$ cat config.mk
export PLATFORM = sky130hd
export DESIGN_NAME = dsp_div_32_16
export DESIGN_NICKNAME = d
export VERILOG_FILES = /design/src/rtl/dsp_div_32_16.sv
export SDC_FILE = /design/constraint.sdc
export NUM_CORES = 1
export LEC_CHECK = 0
export CAP_MARGIN = 20
export CORE_ASPECT_RATIO = 1.25
export CORE_UTILIZATION = 51
export DETAILED_ROUTE_END_ITERATION = 6
export HOLD_SLACK_MARGIN = 0.12
export PLACE_DENSITY = 0.76
export SLEW_MARGIN = 40
export SYNTH_ARGS = -nofsm -noshare
export SYNTH_HDL_FRONTEND = slang
export SYNTH_SLANG_ARGS = --single-unit
$ cat constraint.sdc
create_clock -name clock -period 2.6 [get_ports clock]
set_clock_uncertainty 0.1 [all_clocks]
set_input_delay 0.52 -clock clock [delete_from_list [all_inputs] [get_ports clock]]
set_output_delay 0.52 -clock clock [all_outputs]
set_load 0.02 [all_outputs]
$ cat src/rtl/dsp_div_32_16.sv
// Sequential signed restoring divider: 32-bit dividend by 16-bit divisor, one quotient bit per cycle.
// Produces a saturated 16-bit quotient and a remainder whose sign follows the dividend.
module dsp_div_32_16 (
  input  logic        clock,
  input  logic        reset,
  input  logic        in_valid,
  output logic        in_ready,
  input  logic [31:0] X,
  input  logic [15:0] B,
  output logic        out_valid,
  input  logic        out_ready,
  output logic [15:0] Q,
  output logic [15:0] R,
  output logic        ovf,
  output logic        dbz
);

  localparam int unsigned XW = 32;
  localparam int unsigned BW = 16;
  localparam int unsigned RW = BW + 1;
  localparam int unsigned CW = 5;

  typedef enum logic [1:0] {IDLE, CALC, FIX, DONE} state_t;

  state_t          state, state_n;
  logic [XW-1:0]   absx;
  logic [RW-1:0]   absb;
  logic [XW-1:0]   quot;
  logic [RW-1:0]   rem;
  logic [CW-1:0]   cnt;
  logic            sign_q, sign_r, dbz_r;

  logic [RW-1:0]   bx, rem_sh, rem_sub;
  logic            take;
  logic            fix_ovf, fix_sat;
  logic [BW-1:0]   fix_q, fix_r;

  // State register
  always_ff @(posedge clock) begin
    if (reset) state <= IDLE;
    else       state <= state_n;
  end

  // Next-state logic
  always_comb begin
    state_n = state;
    case (state)
      IDLE:    if (in_valid) state_n = CALC;
      CALC:    if (cnt == CW'(XW - 1)) state_n = FIX;
      FIX:     state_n = DONE;
      DONE:    if (out_ready) state_n = IDLE;
      default: state_n = IDLE;
    endcase
  end

  // One restoring step; remainder magnitude stays below |B| so 17 bits suffice
  always_comb begin
    bx      = {B[BW-1], B};
    rem_sh  = RW'({rem, absx[XW-1]});
    take    = (rem_sh >= absb);
    rem_sub = rem_sh - absb;
  end

  // Sign application and saturation for the result registers
  always_comb begin
    fix_ovf = 1'b0;
    if (!dbz_r) begin
      if (sign_q) fix_ovf = (quot > XW'(32768));
      else        fix_ovf = (quot > XW'(32767));
    end
    fix_sat = fix_ovf | dbz_r;
    fix_q   = sign_q ? BW'(-quot[BW-1:0]) : quot[BW-1:0];
    fix_r   = sign_r ? BW'(-rem[BW-1:0]) : rem[BW-1:0];
    if (fix_sat) begin
      fix_q = sign_q ? 16'h8000 : 16'h7FFF;
      fix_r = '0;
    end
  end

  // Datapath and registered outputs
  always_ff @(posedge clock) begin
    if (reset) begin
      in_ready  <= 1'b1;
      out_valid <= 1'b0;
      Q         <= '0;
      R         <= '0;
      ovf       <= 1'b0;
      dbz       <= 1'b0;
      absx      <= '0;
      absb      <= '0;
      quot      <= '0;
      rem       <= '0;
      cnt       <= '0;
      sign_q    <= 1'b0;
      sign_r    <= 1'b0;
      dbz_r     <= 1'b0;
    end else begin
      in_ready  <= (state_n == IDLE);
      out_valid <= (state_n == DONE);
      case (state)
        IDLE: begin
          if (in_valid) begin
            absx   <= X[XW-1] ? XW'(-X) : X;
            absb   <= B[BW-1] ? RW'(-bx) : bx;
            dbz_r  <= (B == '0);
            sign_q <= (B == '0) ? X[XW-1] : (X[XW-1] ^ B[BW-1]);
            sign_r <= X[XW-1];
            quot   <= '0;
            rem    <= '0;
            cnt    <= '0;
          end
        end
        CALC: begin
          absx <= {absx[XW-2:0], 1'b0};
          quot <= {quot[XW-2:0], take};
          rem  <= take ? rem_sub : rem_sh;
          cnt  <= cnt + CW'(1);
        end
        FIX: begin
          Q   <= fix_q;
          R   <= fix_r;
          ovf <= fix_ovf;
          dbz <= dbz_r;
        end
        default: ;
      endcase
    end
  end

endmodule

==> impl_metrics.ini <==
[outcome]
status = finished clean

[sta]
setup_viol = 0
fmax_ghz = 0.402
drv_slew = 0
final-hold-violation-count = 0
post-route-period-util_pct = 95.6
finalCriticalPeriod_ns = 2.48
relSlewSlack_pct = 53.5
tightest_slew_ns = 0.695
timing.hold.ws_ns = 0.349
finalSetupTns_ns = 0

[clocking]
clockBufferDepth = 2
cts_tree = yes
cts_hold_buf = 0
cts_buffers = 17
worstSkewPairLatency_ns = 0.42
clock_sink_count = 143
htreeDepth = 4
clk_pin_slew_ns = 0.06
clock-root-buffer = clkbuf_16

[global_route]
grt_pass1_wl_um = 33900
grt_max_degree = 69
grt-busiest-layer = met2
grtUsageTotal_pct = 26.1
grt_pass1_vias = 7269
gr-total-overflow = 0
grtUsageMet2_pct = 46.3
antenna_found_initial = 0
use_met1_pct = 30.9
met3_usage_pct = 5.07

[detailed_routing]
drc_errors = 0
via_per_inst = 5.74
ant_nets = 0
detailroute.via_count = 7608
drt_iter0_drc = 490
avgRoutedWirePerCell_um = 14.9
first_pass_iters = 6
drt_wl_total_um = 19800

[critical_path]
rr_worst_depth = 10
cp.required_ns = 2.79
crit_path_end_kind = flop
path_class = primary input to flop
cp-start-kind = primary input
startpoint = X[14]
path_cells = dlygate4sd2_1, or3_4, or4_4, buf_4, nor4_4, nand2_1, o31ai_2, xor2_1, o22ai_1
slowest_delay_ns = 0.55
r2r_start = quot[0]
cp_max_fo = 3
arrival_ns = 2.68
cpMaxStageDelayCell = or4_4
rrSetupSlack_ns = 0.12

[finish]
antenna_cells = 0
final_cell_mix = dfxtp_1, nor2_1, buf_4
finish.instance_area_um2 = 10100
mostFrequentLayoutCell = dfxtp_1
nets = 1180
drive_above_1_share_pct = 14.5
final_cells = 1325
area_growth_pct = 28.0

[run]
cap_violations = 0

[die]
io_pins = 88
fp.dieArea_um2 = 16000
die_w_um = 113
initial_core_util_pct = 52.4
core-area_um2 = 15100
rows = 50
fp.dieH_um = 141

[yosys]
synth-edff-count = 0
ys.flop_type = dfxtp_1
ys_types = 70
postSynthAreaPerCell_um2 = 8.11
netlist_instances = 974
yosysWarnings = 0
ys_ff_latch = 143
synthArstFlopShare_pct = 0
syn_area_um2 = 7900
ys_seq_area_share_pct = 36.3
syn_nets = 1050

[hold_path]
hold_class = flop to flop
holdPathStages = 2
hold_start = Q[10]

[place]
place_area_um2 = 9380
place_inst = 1284
dpl.hpwl_um = 14300
place_congestion = 0.924
portBuffers = 87

[power]
p_per_area_nw_per_um2 = 843
leakagePower_uw = 0.00397
vdd_drop_max_uv = 580
[cells by family (layout without fill, tap and decap cells)]
family	after synthesis	after routing	synth area share, %
and+or+nand+nor	355	355	20.9
AOI/OAI and AO/OA	267	267	23.8
DFF	143	143	36.3
buffers and inverters	104	247	5.91
xor gates and xnor gates	67	67	7.43
adders and majority gates	24	24	3.90
muxes	14	14	1.81
[critical path, delay by kind of cell]
| kind | cells | cell delay, ns |
|---|---|---|
| simple gates | 4 | 1.23 |
| buf+inv | 2 | 0.41 |
| compound gates | 2 | 0.36 |
| xor+xnor | 1 | 0.16 |
[what timing repair did]
item	4_1_cts	5_1_grt
gates cloned	0	0
buffers inserted	3	6
pin swaps	11	9
resized for setup	20	15
setup endpoints to repair	9	32
[synth_stat cells (12+ instances only)]
| library cell | number | area share (%) |
|---|---|---|
| mux2i_1 | 12 | 1.5 |
| xnor2_1 | 32 | 3.5 |
| a22oi_1 | 43 | 4.1 |
| nor3_1 | 32 | 2.0 |
| o31ai_1 | 19 | 1.8 |
| nor2_1 | 132 | 6.3 |
| a222oi_1 | 22 | 2.8 |
| xor2_1 | 35 | 3.9 |
| inv_1 | 32 | 1.5 |
| nand3_1 | 15 | 0.95 |
| clkbuf_1 | 54 | 2.6 |
| nor2b_1 | 17 | 1.3 |
| a21oi_1 | 50 | 3.2 |
| o21ai_0 | 47 | 3.0 |
| ha_1 | 23 | 3.6 |
| nand2_1 | 92 | 4.4 |
| dfxtp_1 | 143 | 36 |
| a211oi_1 | 20 | 1.9 |
[power breakdown]
part           internal [uW]  switching (uW)  total (uW)
Sequential              2360             160        2520
Clock                   1340             965        2310
Combinational           1670            2020        3690
[metal layers]
metal / part of all wire (%) / up-vias
li1: - / 3796
met1: 42 / 3519
met2: 50 / 251
met3: 5.3 / 42
met4: 2.6 / 0
met5: 0 / -
[cell type report]
class / count / area (um2)
timing repair buffer: 183 / 1610
multi-input combinational: 727 / 4700
sequential: 143 / 2860
clock inverter: 12 / 110
inverter: 32 / 120
tap: 208 / 260
fill: 1228 / 4970
clock buffer: 20 / 447
[path summary, 6_finish.rpt]
path | endpoint
worst max-delay path | absx[29]
worst min-delay path | Q[10]
worst max register to register | Q[12]
worst min register to register | Q[10]
[state kept, by name (all words and copies together) (netlist names)]
register / count
Q: 16
R: 16
dbz: 1
in_ready: 1
cnt: 5
dbz_r: 1
ovf: 1
out_valid: 1
quot: 32
sign_q: 1
state: 2
absx: 32
rem: 16
sign_r: 1
absb: 17
[metrics by stage]
step           utilization [%]  setup slack (ns)  total power, uW
3_5_place_dp              62.2            -0.580             6050
6_report                  67.0             0.115             8520
5_1_grt                   67.0           -0.0174             9060
3_3_place_gp              62.2            -0.523             5980
2_1_floorplan                -           -0.0936             5110
4_1_cts                   66.3            0.0189             8380
Note: power is estimated with default switching activity, not from simulation.
